[src/rtl/cp0_exception_unit.sv]
// Coprocessor-0 for the single-cycle MIPS core: Status/Cause/EPC/Count/Compare,
// MFC0/MTC0 access, exception arbitration and EPC capture.
module cp0_exception_unit #(
  parameter logic [31:0] EXC_VECTOR = 32'h0000_0800
) (
  input  logic        clk,
  input  logic        rst,
  input  logic [31:0] pc,
  input  logic        IsCOP0,
  input  logic        IsEret,
  input  logic        mtc0_we,
  input  logic [4:0]  cp0_addr,
  input  logic [31:0] cp0_wdata,
  input  logic        syscall,
  input  logic        ri,
  input  logic        ov,
  input  logic [4:0]  ext_int,
  output logic [31:0] cp0_rdata,
  output logic        HasExp,
  output logic [31:0] epc,
  output logic        exl
);

  localparam logic [4:0] AddrCount   = 5'd9;
  localparam logic [4:0] AddrCompare = 5'd11;
  localparam logic [4:0] AddrStatus  = 5'd12;
  localparam logic [4:0] AddrCause   = 5'd13;
  localparam logic [4:0] AddrEpc     = 5'd14;

  logic        ie_q, ie_d;
  logic        exl_q, exl_d;
  logic [7:0]  im_q, im_d;
  logic [4:0]  exc_code_q, exc_code_d;
  logic [1:0]  ip_sw_q, ip_sw_d;
  logic [4:0]  ip_hw_q, ip_hw_d;
  logic        timer_pend_q, timer_pend_d;
  logic [31:0] epc_q, epc_d;
  logic [31:0] count_q, count_d;
  logic [31:0] compare_q, compare_d;

  logic [7:0]  ip;
  logic        int_req;
  logic [4:0]  win_code;

  assign ip      = {timer_pend_q, ip_hw_q, ip_sw_q};
  assign int_req = ie_q & ~exl_q & |(ip & im_q);
  assign HasExp  = int_req | syscall | ri | ov;
  assign epc     = epc_q;
  assign exl     = exl_q;

  always_comb begin
    if (int_req)     win_code = 5'd0;
    else if (ov)     win_code = 5'd12;
    else if (ri)     win_code = 5'd10;
    else             win_code = 5'd8;
  end

  always_comb begin
    unique case (cp0_addr)
      AddrCount:   cp0_rdata = count_q;
      AddrCompare: cp0_rdata = compare_q;
      AddrStatus:  cp0_rdata = {16'h0, im_q, 6'h0, exl_q, ie_q};
      AddrCause:   cp0_rdata = {16'h0, ip, 1'b0, exc_code_q, 2'b00};
      AddrEpc:     cp0_rdata = epc_q;
      default:     cp0_rdata = 32'h0;
    endcase
  end

  always_comb begin
    ie_d         = ie_q;
    exl_d        = exl_q;
    im_d         = im_q;
    exc_code_d   = exc_code_q;
    ip_sw_d      = ip_sw_q;
    ip_hw_d      = ext_int;
    timer_pend_d = timer_pend_q | (count_q == compare_q);
    epc_d        = epc_q;
    count_d      = count_q + 32'd1;
    compare_d    = compare_q;

    if (HasExp) begin
      // The faulting instruction never commits, so MTC0/ERET are dropped here.
      exc_code_d = win_code;
      exl_d      = 1'b1;
      if (!exl_q) epc_d = pc;
    end else begin
      if (mtc0_we) begin
        unique case (cp0_addr)
          AddrCount:   count_d = cp0_wdata;
          AddrCompare: begin
            compare_d    = cp0_wdata;
            timer_pend_d = 1'b0;
          end
          AddrStatus:  begin
            ie_d  = cp0_wdata[0];
            exl_d = cp0_wdata[1];
            im_d  = cp0_wdata[15:8];
          end
          AddrCause:   ip_sw_d = cp0_wdata[9:8];
          AddrEpc:     epc_d = cp0_wdata;
          default:     ;
        endcase
      end
      if (IsCOP0 && IsEret) exl_d = 1'b0;
    end
  end

  always_ff @(posedge clk or posedge rst) begin
    if (rst) begin
      ie_q         <= 1'b0;
      exl_q        <= 1'b0;
      im_q         <= 8'h0;
      exc_code_q   <= 5'h0;
      ip_sw_q      <= 2'h0;
      ip_hw_q      <= 5'h0;
      timer_pend_q <= 1'b0;
      epc_q        <= 32'h0;
      count_q      <= 32'h0;
      compare_q    <= 32'hFFFF_FFFF;
    end else begin
      ie_q         <= ie_d;
      exl_q        <= exl_d;
      im_q         <= im_d;
      exc_code_q   <= exc_code_d;
      ip_sw_q      <= ip_sw_d;
      ip_hw_q      <= ip_hw_d;
      timer_pend_q <= timer_pend_d;
      epc_q        <= epc_d;
      count_q      <= count_d;
      compare_q    <= compare_d;
    end
  end

endmodule

[config.mk]
export PLATFORM = sky130hd
export DESIGN_NAME = cp0_exception_unit
export DESIGN_NICKNAME = d
export VERILOG_FILES = /design/src/rtl/cp0_exception_unit.sv
export SDC_FILE = /design/constraint.sdc
export NUM_CORES = 1
export LEC_CHECK = 0
export BUFFER_PORTS_ARGS = -buffer_cell sky130_fd_sc_hd__clkbuf_2
export CAP_MARGIN = 20
export CELL_PAD_IN_SITES_DETAIL_PLACEMENT = 2
export CELL_PAD_IN_SITES_GLOBAL_PLACEMENT = 2
export CORE_MARGIN = 2
export CORE_UTILIZATION = 35
export DETAILED_ROUTE_END_ITERATION = 7
export PLACE_DENSITY_LB_ADDON = 0.08
export SETUP_SLACK_MARGIN = 0.3
export SLEW_MARGIN = 10
export SYNTH_ARGS = -nofsm -noshare
export SYNTH_HDL_FRONTEND = slang
export SYNTH_SLANG_ARGS = --single-unit
export TNS_END_PERCENT = 50
[constraint.sdc]
create_clock -name clk -period 5.5 [get_ports clk]
set_input_delay 1.1 -clock clk [delete_from_list [all_inputs] [get_ports clk]]
set_output_delay 1.1 -clock clk [all_outputs]
set_load 0.01 [all_outputs]
==> out/qor.json, run 1 <==
{
  "route.detailed.vias_per_inst": {"value": 5.245},
  "post_synth_inst_count": {"value": 614},
  "synthArstFlopShare": {"value": 100.0, "unit": "%"},
  "criticalPathCategory": {"value": "in2out"},
  "critical-path-max-stage-delay": {"value": 810, "unit": "ps"},
  "reg2reg_setup_slack": {"value": 2410, "unit": "ps"},
  "post_drt_wl_per_cell": {"value": 20.94, "unit": "um"},
  "finalHoldViolations": {"value": 0},
  "antenna_violations_before_repair": {"value": 0},
  "synthFlopType": {"value": "dfrtp_1"},
  "via_count_of_the_routed_design": {"value": 5235},
  "avgSynthCellArea": {"value": 10.70, "unit": "sq um"},
  "arrival": {"value": 3140, "unit": "ps"},
  "yosysSeqAreaShare": {"value": 45.16, "unit": "%"},
  "layout_worst_path_cycle_share": {"value": 77.09, "unit": "%"},
  "area_of_combinational_cells_with_multiple_inputs": {"value": 0.003417, "unit": "sq mm"},
  "drt_drc_violations_left": {"value": 0},
  "net_count_of_the_mapped_netlist": {"value": 697},
  "floorplan.rows": {"value": 50},
  "fp.dieArea": {"value": 0.01989, "unit": "sq mm"},
  "slew_violations": {"value": 0},
  "htree_num_levels": {"value": 4},
  "critPathRequiredTime": {"value": 4400, "unit": "ps"},
  "cap_viol_max_count": {"value": 0},
  "nets": {"value": 834},
  "pre_cts_ws": {"value": 1264, "unit": "ps"},
  "antenna_violating_nets_post_route": {"value": 0},
  "initial_utilization": {"value": 35.37, "unit": "%"},
  "routed_wire_length": {"value": 20900, "unit": "um"},
  "layout-drive-gt1-share": {"value": 43.46, "unit": "%"},
  "worst_r2r_path_depth": {"value": 7},
  "skew": {"value": 9.480, "unit": "ps"},
  "netlist.top_cell.by_area": {"value": "dfrtp_1"},
  "final_area": {"value": 0.008153, "unit": "sq mm"},
  "report.final.setup_viol": {"value": 0},
  "yosys_warn_count": {"value": 0},
  "cts_tree": {"value": "yes"},
  "floorplan.die.width": {"value": 141.0, "unit": "um"},
  "cp_cell_sequence": {"value": "clkbuf_2 -> inv_1 -> or4b_1 -> buf_4 -> o21ai_0 -> clkbuf_2"},
  "synth.cell_area": {"value": 0.006573, "unit": "sq mm"},
  "drt_iter0_drc": {"value": 137},
  "layout-area-overhead-vs-synth": {"value": 24.04, "unit": "%"},
  "maxClockFrequency": {"value": 235.8, "unit": "MHz"},
  "clk_latency": {"value": 420, "unit": "ps"},
  "cpMostUsedCell": {"value": "clkbuf_2"},
  "cts.root.buffer_cell": {"value": "clkbuf_16"},
  "yosysMostFrequentCell": {"value": "mux2_2"},
  "grt.overflow.total": {"value": 0},
  "power_per_unit_of_standard_cell_area": {"value": 359.7, "unit": "mW/mm^2"},
  "numClockSinks": {"value": 117},
  "io_pins": {"value": 148},
  "postSynthRegisterBits": {"value": 117},
  "clock_path_buffers": {"value": 2},
  "hpwlAfterDp": {"value": 15040, "unit": "um"},
  "vdd.ir_drop.worst": {"value": 0.0002402, "unit": "V"},
  "dpl-instance-area": {"value": 0.007517, "unit": "sq mm"},
  "yosys-top-cells-area": {"value": "dfrtp_1 (32%), mux2_2 (19%), dfstp_2 (13%), xnor2_1 (7.1%), mux2i_1 (6.2%)"},
  "post_layout_nonfiller_instances": {"value": 998},
  "buffer_ports.inserted": {"value": 147},
  "cp_max_fanout": {"value": 20},
  "setup_tns": {"value": 0, "unit": "ps"},
  "floorplan.core_area": {"value": 0.01858, "unit": "sq mm"},
  "detail_route.first_pass.iterations": {"value": 4},
  "cts.clk_slew.worst_paths": {"value": 60, "unit": "ps"},
  "worst_slew_margin_rel": {"value": 38.32, "unit": "%"},
  "cts-hold-fix-buffers": {"value": 0},
  "ys_types": {"value": 37},
  "routabilityCongestion": {"value": 0.7792},
  "insertedDiodeCount": {"value": 0},
  "worstMarginPinSlew": {"value": 916.8, "unit": "ps"},
  "post_cts.resized_instances": {"value": 0},
  "gr-usage-all-layers": {"value": 22.18, "unit": "%"},
  "cts_bufs_inserted": {"value": 17},
  "synth-edff-count": {"value": 0},
  "register_area": {"value": 0.002968, "unit": "sq mm"},
  "whs_path_depth": {"value": 2},
  "dpl.cell_count": {"value": 966},
  "cellLeakagePower": {"value": 0.003513, "unit": "uW"},
  "grt_pass1_wl": {"value": 33960, "unit": "um"},
  "first_global_vias": {"value": 5951},
  "worstHoldPathType": {"value": "reg2reg"},
  "post-route-worst-setup-slack": {"value": 1260, "unit": "ps"},
  "num-fill-cells": {"value": 1948},
  "crit_slowest_cell": {"value": "or4b_1"},
  "grt_max_degree": {"value": 64},
  "worstSetupStartpointType": {"value": "input pin"},
  "outcome": {"value": "finished, final reports clean"},
  "post_synth_most_frequent_cells": {"value": "mux2_2 (108), dfrtp_1 (85), nand2_1 (63)"},
  "post_cts.repair.setup_buffers": {"value": 0},
  "power": {"value": 2932, "unit": "uW"},
  "die_h": {"value": 141.0, "unit": "um"},
  "synth_largest_type_area_fraction": {"value": 32.36, "unit": "%"},
  "rsz0062_at_grt": {"value": "no"},
  "end_kind": {"value": "output pin"},
  "final_critical_path_time_including_i_o_delays_and_setup": {"value": 4240, "unit": "ps"}
}
==> metal layers <==
layer  global-route usage, %  vias up  share of wire [%]
met4                   5.526        0                1.0
met3                   3.668       13                2.7
met1                   29.24     2684                 46
li1                        -     2441                  -
met5                       0        -                  0
met2                   38.20       97                 50
==> per-stage QoR <==
stage,hold WS [ps],utilization (%)
global route,552.9,43.88
floorplan,466.3,-
finish,518.8,43.88
detailed placement,517.8,40.46
global placement,497.5,40.46
CTS,531.4,43.88
==> kinds of logic (layout without fill, tap and decap cells) <==
group,count (synthesis),after routing,synth area share (%)
AND/OR/NAND/NOR,158,158,11.57
flip-flops,117,117,45.16
AO/OA/AOI/OAI,81,81,7.044
adder cells (fa/ha/maj),1,1,0.1903
multiplexers,149,149,24.75
XOR/XNOR,62,62,8.262
buffers and inverters,46,196,3.027
==> state kept, by name (all words and copies together) (netlist names) <==
register      cells
compare_q        32
count_q          32
epc              32
im_q              8
ip_hw_q           5
exc_code_q        3
ip_sw_q           2
exl               1
ie_q              1
timer_pend_q      1
==> worst max-delay path: cells and delay by family <==
kind / cells / cell delay, ps
AND/OR/NAND/NOR: 1 / 810
AO/OA/AOI/OAI: 1 / 250
buffers and inverters: 4 / 960
==> power by group <==
part | switching [uW] | total [uW] | internal (uW)
clock network | 405 | 1210 | 803
logic | 268 | 537 | 269
registers | 174 | 1190 | 1010
==> final cells by class <==
| cell class | count | area share (%) |
|---|---|---|
| Sequential cell | 117 | 36.40 |
| Tap cell | 234 | 3.591 |
| Multi-Input combinational cell | 451 | 41.91 |
| Inverter | 7 | 0.3530 |
| Timing Repair Buffer | 157 | 9.945 |
| Clock buffer | 23 | 5.985 |
| Clock inverter | 9 | 1.811 |
==> placed cells by master, fill, tap and decap left out, types with 2 or more instances in the layout <==
cell       count
nand3_1       11
and2_1         2
clkbuf_8       4
mux2_2       108
inv_1          5
nor2_1        28
mux2i_1       41
a22oi_1        4
and3_1         6
nor3_1         9
clkbuf_1       2
a221o_1        5
dfrtp_1       85
xor2_1         9
a21oi_1       12
o21ai_0       59
dfstp_2       32
nor4_1         7
clkbuf_16     17
bufinv_16      4
or4_1          3
nand4_1       16
and4_1         3
nand2_1       63
nor2b_1        2
clkbuf_2     147
clkinv_2       4
xnor2_1       53
buf_4         10
==> final timing paths <==
kind / startpoint / endpoint
hold reg to reg: exc_code_q[3] / exc_code_q[3]
max in group asynchronous: rst / count_q[31]
setup / recovery: cp0_addr[0] / cp0_rdata[7]
min in group asynchronous: rst / ip_hw_q[3]
setup reg to reg: timer_pend_q / compare_q[24]
hold / removal: exc_code_q[3] / exc_code_q[3]
Power figures use the tool's default switching activity.
==> run 2, diff against run 1 <==
- CORE_UTILIZATION: 35 -> 31
- clock period: 5.5 -> 3.5 ns (I/O delays scaled with it)
==> out/qor.json, run 2 (synthesis results as in run 1) <==
{
  "critPathRequiredTime": {"value": 2800, "unit": "ps"},
  "clk_latency": {"value": 430, "unit": "ps"},
  "grt_max_degree": {"value": 118},
  "buffer_ports.inserted": {"value": 147},
  "floorplan.die.width": {"value": 149.6, "unit": "um"},
  "end_kind": {"value": "output pin"},
  "numClockSinks": {"value": 117},
  "antenna_violating_nets_post_route": {"value": 0},
  "grt_busiest_layer": {"value": "met2"},
  "route.detailed.vias_per_inst": {"value": 5.028},
  "die_h": {"value": 149.6, "unit": "um"},
  "layout.cells.most_common": {"value": "clkbuf_2"},
  "timing.hold.ws": {"value": 372.4, "unit": "ps"},
  "gr-usage-all-layers": {"value": 19.42, "unit": "%"},
  "rsz0062_at_grt": {"value": "no"},
  "via_count_of_the_routed_design": {"value": 5239},
  "total_switching_power": {"value": 1378, "unit": "uW"},
  "cp-startpoint": {"value": "im_q[5]"},
  "power.switching_fraction": {"value": 30.50, "unit": "%"},
  "r2r-start": {"value": "im_q[5]"},
  "worstHoldPathType": {"value": "in2reg"},
  "clock_path_buffers": {"value": 2},
  "seq_power_share": {"value": 41.0, "unit": "%"},
  "grt.overflow.total": {"value": 0},
  "cts_bufs_inserted": {"value": 17},
  "grt.met3_usage": {"value": 3.323, "unit": "%"},
  "share_clk_of_total_power": {"value": 40.3, "unit": "%"},
  "insertedDiodeCount": {"value": 0},
  "htree_num_levels": {"value": 4},
  "worst_slew_margin_rel": {"value": 52.97, "unit": "%"},
  "routabilityCongestion": {"value": 0.7392},
  "io_pins": {"value": 148},
  "layout.cells.most_common_list": {"value": "clkbuf_2 (147), mux2_2 (108), dfrtp_1 (85)"},
  "hpwlAfterDp": {"value": 14940, "unit": "um"},
  "nets": {"value": 837},
  "slew_violations": {"value": 0},
  "global_route_track_usage_on_met1": {"value": 25.35, "unit": "%"},
  "setup_tns": {"value": 0, "unit": "ps"},
  "skew": {"value": 13.78, "unit": "ps"},
  "drt_drc_violations_left": {"value": 0},
  "vdd.ir_drop.worst": {"value": 0.0003399, "unit": "V"},
  "layout-area-overhead-vs-synth": {"value": 25.59, "unit": "%"},
  "first_global_vias": {"value": 5862},
  "post_layout_nonfiller_instances": {"value": 1042},
  "cts_tree": {"value": "yes"},
  "layout_worst_path_cycle_share": {"value": 82.49, "unit": "%"},
  "floorplan.rows": {"value": 53},
  "dpl.cell_count": {"value": 1010},
  "fp.dieArea": {"value": 0.02238, "unit": "sq mm"},
  "finalHoldViolations": {"value": 0},
  "routed_wire_length": {"value": 20800, "unit": "um"},
  "combinational_group_share_of_total_power": {"value": 18.7, "unit": "%"},
  "criticalPathCategory": {"value": "reg2out"},
  "power_per_unit_of_standard_cell_area": {"value": 547.2, "unit": "mW/mm^2"},
  "antenna_violations_before_repair": {"value": 0},
  "detail_route.first_pass.iterations": {"value": 4},
  "cts.clk_slew.worst_paths": {"value": 60, "unit": "ps"},
  "worstMarginPinSlew": {"value": 705.4, "unit": "ps"},
  "final_critical_path_time_including_i_o_delays_and_setup": {"value": 2887, "unit": "ps"},
  "p_int": {"value": 3139, "unit": "uW"},
  "cap_viol_max_count": {"value": 0},
  "holdCritStartpoint": {"value": "ext_int[4]"},
  "cts-hold-fix-buffers": {"value": 0},
  "cp_max_fanout": {"value": 18},
  "report.final.setup_viol": {"value": 0},
  "maxClockFrequency": {"value": 346.4, "unit": "MHz"},
  "arrival": {"value": 2190, "unit": "ps"},
  "post_drt_wl_per_cell": {"value": 19.96, "unit": "um"},
  "drt_iter0_drc": {"value": 138},
  "grtUsageMet2": {"value": 33.12, "unit": "%"},
  "grt_pass1_wl": {"value": 33090, "unit": "um"},
  "initial_utilization": {"value": 31.46, "unit": "%"},
  "outcome": {"value": "finished, final reports clean"},
  "cts.root.buffer_cell": {"value": "clkbuf_16"},
  "worstSetupStartpointType": {"value": "register"},
  "cellLeakagePower": {"value": 0.003509, "unit": "uW"},
  "floorplan.core_area": {"value": 0.02089, "unit": "sq mm"},
  "layout-drive-gt1-share": {"value": 44.07, "unit": "%"}
}
[run 2: cell types whose count changed in the layout (fill, tap and decap cells not counted), moves of 2 or more]
cell / delta
buf_12: +4
clkbuf_1: -2
clkbuf_8: -4
clkinv_2: -2
clkinv_4: +5
clkinvlp_4: +4
[run 2: layout make-up]
cell class | instances | area, sq um
clock buffer | 17 | 425.4
clock inverter | 15 | 182.7
fill | 2246 | 12630
inverter | 7 | 30.03
multi-input combinational | 451 | 3421
sequential | 117 | 2968
tap | 275 | 344.1
timing repair buffer | 160 | 883.3
[run 2: worst max-delay path, cell delays in order, from the launching register on]
cell and delay, ps:
dfrtp_1 400, a22oi_1 290, nand4_1 310, a21oi_2 290, inv_2 250, clkbuf_2 220
[run 2: timing repair]
| action | in CTS | in global routing |
|---|---|---|
| gates resized for setup | 0 | 1 |
| setup buffers | 0 | 0 |
| endpoints found under the setup margin | 0 | 1 |
[run 2: worst paths after layout]
kind | end | depth (start not counted) | slack [ps]
worst max-delay path | HasExp | 5 | 610
worst min-delay path | ip_hw_q[4] | 1 | 370
worst max register to register | epc[27] | 7 | 940
worst min register to register | epc[6] | 1 | 540
max in group asynchronous | count_q[2] | 3 | 2520
min in group asynchronous | epc[14] | 3 | 400
[run 2: metal layers]
layer,routed length [um],up-vias
met5,0,-
met4,173,0
met3,819,14
met2,10600,110
met1,9202,2655
li1,-,2460
[run 2: power groups by stage]
stage | Clock (uW) | Sequential [uW] | Combinational (uW)
after floorplan | 0 | 1820 | 519
after global placement | 0 | 1860 | 833
after detailed placement | 0 | 1880 | 859
after CTS | 1860 | 1860 | 868
after global routing | 1920 | 1900 | 940
final | 1820 | 1850 | 845
[run 2: through the flow]
step	area, sq um	utilization (%)	setup WS (ps)	total power, uW
after floorplan	6576	-	716.5	2343
after global placement	7642	36.59	646.2	2691
after detailed placement	7642	36.59	603.1	2738
after CTS	8250	39.50	438.2	4591
after global routing	8254	39.51	417.0	4756
final	8254	39.51	612.8	4517
==> run 3, diff against run 2 <==
- CORE_UTILIZATION: 31 -> 35
- clock period: 3.5 -> 2.8 ns (I/O delays scaled with it)
==> out/qor.json, run 3 (synthesis results as in run 1) <==
{
  "layout.cells.most_common_list": {"value": "clkbuf_2 (147), mux2_2 (108), dfrtp_1 (84)"},
  "antenna_violations_before_repair": {"value": 0},
  "cap_viol_max_count": {"value": 0},
  "layout-area-overhead-vs-synth": {"value": 26.38, "unit": "%"},
  "grt.overflow.total": {"value": 0},
  "gr-usage-all-layers": {"value": 22.41, "unit": "%"},
  "cts.root.buffer_cell": {"value": "clkbuf_16"},
  "grt_pass1_wl": {"value": 34260, "unit": "um"},
  "grtUsageMet2": {"value": 39.28, "unit": "%"},
  "global_route_track_usage_on_met1": {"value": 28.70, "unit": "%"},
  "worstHoldPathType": {"value": "in2async"},
  "cts_tree": {"value": "yes"},
  "via_count_of_the_routed_design": {"value": 5337},
  "cellLeakagePower": {"value": 0.003575, "unit": "uW"},
  "cp_max_fanout": {"value": 19},
  "antenna_violating_nets_post_route": {"value": 0},
  "io_pins": {"value": 148},
  "layout_worst_path_cycle_share": {"value": 89.52, "unit": "%"},
  "floorplan.rows": {"value": 50},
  "skew": {"value": 6.364, "unit": "ps"},
  "floorplan.core_area": {"value": 0.01858, "unit": "sq mm"},
  "buffer_ports.inserted": {"value": 147},
  "route.detailed.vias_per_inst": {"value": 5.263},
  "floorplan.die.width": {"value": 141.0, "unit": "um"},
  "fp.dieArea": {"value": 0.01989, "unit": "sq mm"},
  "arrival": {"value": 1950, "unit": "ps"},
  "numClockSinks": {"value": 117},
  "routed_wire_length": {"value": 21010, "unit": "um"},
  "clock_path_buffers": {"value": 2},
  "worst_slew_margin_rel": {"value": 62.04, "unit": "%"},
  "grt_max_degree": {"value": 51},
  "worstMarginPinSlew": {"value": 569.4, "unit": "ps"},
  "grt_busiest_layer": {"value": "met2"},
  "initial_utilization": {"value": 35.37, "unit": "%"},
  "routabilityCongestion": {"value": 0.8318},
  "die_h": {"value": 141.0, "unit": "um"},
  "cts_bufs_inserted": {"value": 17},
  "layout-drive-gt1-share": {"value": 45.64, "unit": "%"},
  "worstSetupStartpointType": {"value": "register"},
  "slew_violations": {"value": 0},
  "nets": {"value": 850},
  "finalHoldViolations": {"value": 0},
  "outcome": {"value": "finished, final reports clean"},
  "clk_latency": {"value": 420, "unit": "ps"},
  "rsz0062_at_grt": {"value": "yes"},
  "post-route-util": {"value": 44.71, "unit": "%"},
  "insertedDiodeCount": {"value": 0},
  "critPathRequiredTime": {"value": 2240, "unit": "ps"},
  "drt_drc_violations_left": {"value": 0},
  "drt_iter0_drc": {"value": 140},
  "first_global_vias": {"value": 6126},
  "vdd.ir_drop.worst": {"value": 0.0004497, "unit": "V"},
  "cts.clk_slew.worst_paths": {"value": 60, "unit": "ps"},
  "post_drt_wl_per_cell": {"value": 20.72, "unit": "um"},
  "htree_num_levels": {"value": 4},
  "criticalPathCategory": {"value": "reg2out"},
  "setup_tns": {"value": 0, "unit": "ps"},
  "cts-hold-fix-buffers": {"value": 0},
  "hpwlAfterDp": {"value": 15670, "unit": "um"},
  "grt.met3_usage": {"value": 3.227, "unit": "%"},
  "detail_route.first_pass.iterations": {"value": 4},
  "report.final.setup_viol": {"value": 0},
  "layout.cells.most_common": {"value": "clkbuf_2"},
  "end_kind": {"value": "output pin"},
  "power_per_unit_of_standard_cell_area": {"value": 674.6, "unit": "mW/mm^2"},
  "final_critical_path_time_including_i_o_delays_and_setup": {"value": 2507, "unit": "ps"},
  "maxClockFrequency": {"value": 398.9, "unit": "MHz"}
}
==> run 3: final timing paths <==
check                              startpoint  slack, ps  cells after the start            end
max in group asynchronous                 rst       2000                      3   timer_pend_q
worst max-delay path               ip_hw_q[3]        290                      7         HasExp
worst min register to register  exc_code_q[3]        530                      2  exc_code_q[3]
min in group clk                   ext_int[4]        240                      1     ip_hw_q[4]
worst max register to register     count_q[0]        510                      7    count_q[20]
worst min-delay path                      rst         10                      2        epc[12]
==> run 3: critical path: stages, from the launching register on <==
cell      delay, ps
dfrtp_1         400
a22oi_2         250
nand4_1         110
buf_4           180
a21oi_4         170
inv_2            90
buf_8           180
clkbuf_2        140
==> run 3: repair_timing <==
item                                    CTS  global route
cloned                                    0             0
resized for setup                         9             8
pin swaps                                 1             1
buffers inserted                          1             0
endpoints found under the setup margin    4            20
==> run 3: per-layer routing <==
layer	up-vias	wire length (um)
met3	19	507
met5	-	0
met2	102	10860
li1	2483	-
met4	0	282
met1	2733	9353
==> run 3: cell type report <==
| type | count | area (sq um) |
|---|---|---|
| inverters | 7 | 30.03 |
| clock buffers | 23 | 488.0 |
| well taps | 234 | 292.8 |
| repair buffers | 173 | 970.9 |
| clock inverters | 9 | 100.1 |
| multi-input cells | 451 | 3456 |
| flip-flops and latches | 117 | 2969 |
| fillers | 1983 | 10270 |
==> run 3: where the power goes <==
group	switching (uW)	total [uW]	internal (uW)
Sequential	336	2320	1990
Combinational	543	1090	548
Clock	794	2190	1400
Total	1670	5600	3930
==> run 3: through the flow <==
stage          area (sq um)  hold slack, ps  setup WS [ps]  std cells  total power (uW)
6_report               8307           11.67          293.4       1014              5604
4_1_cts                8288          0.5964          278.4       1014              5673
2_1_floorplan          6576           466.3          296.5        614              2928
5_1_grt                8307           14.97          208.5       1014              5896
3_5_place_dp           7656           454.0          253.5        981              3435
3_3_place_gp           7656           448.9          336.4        981              3363
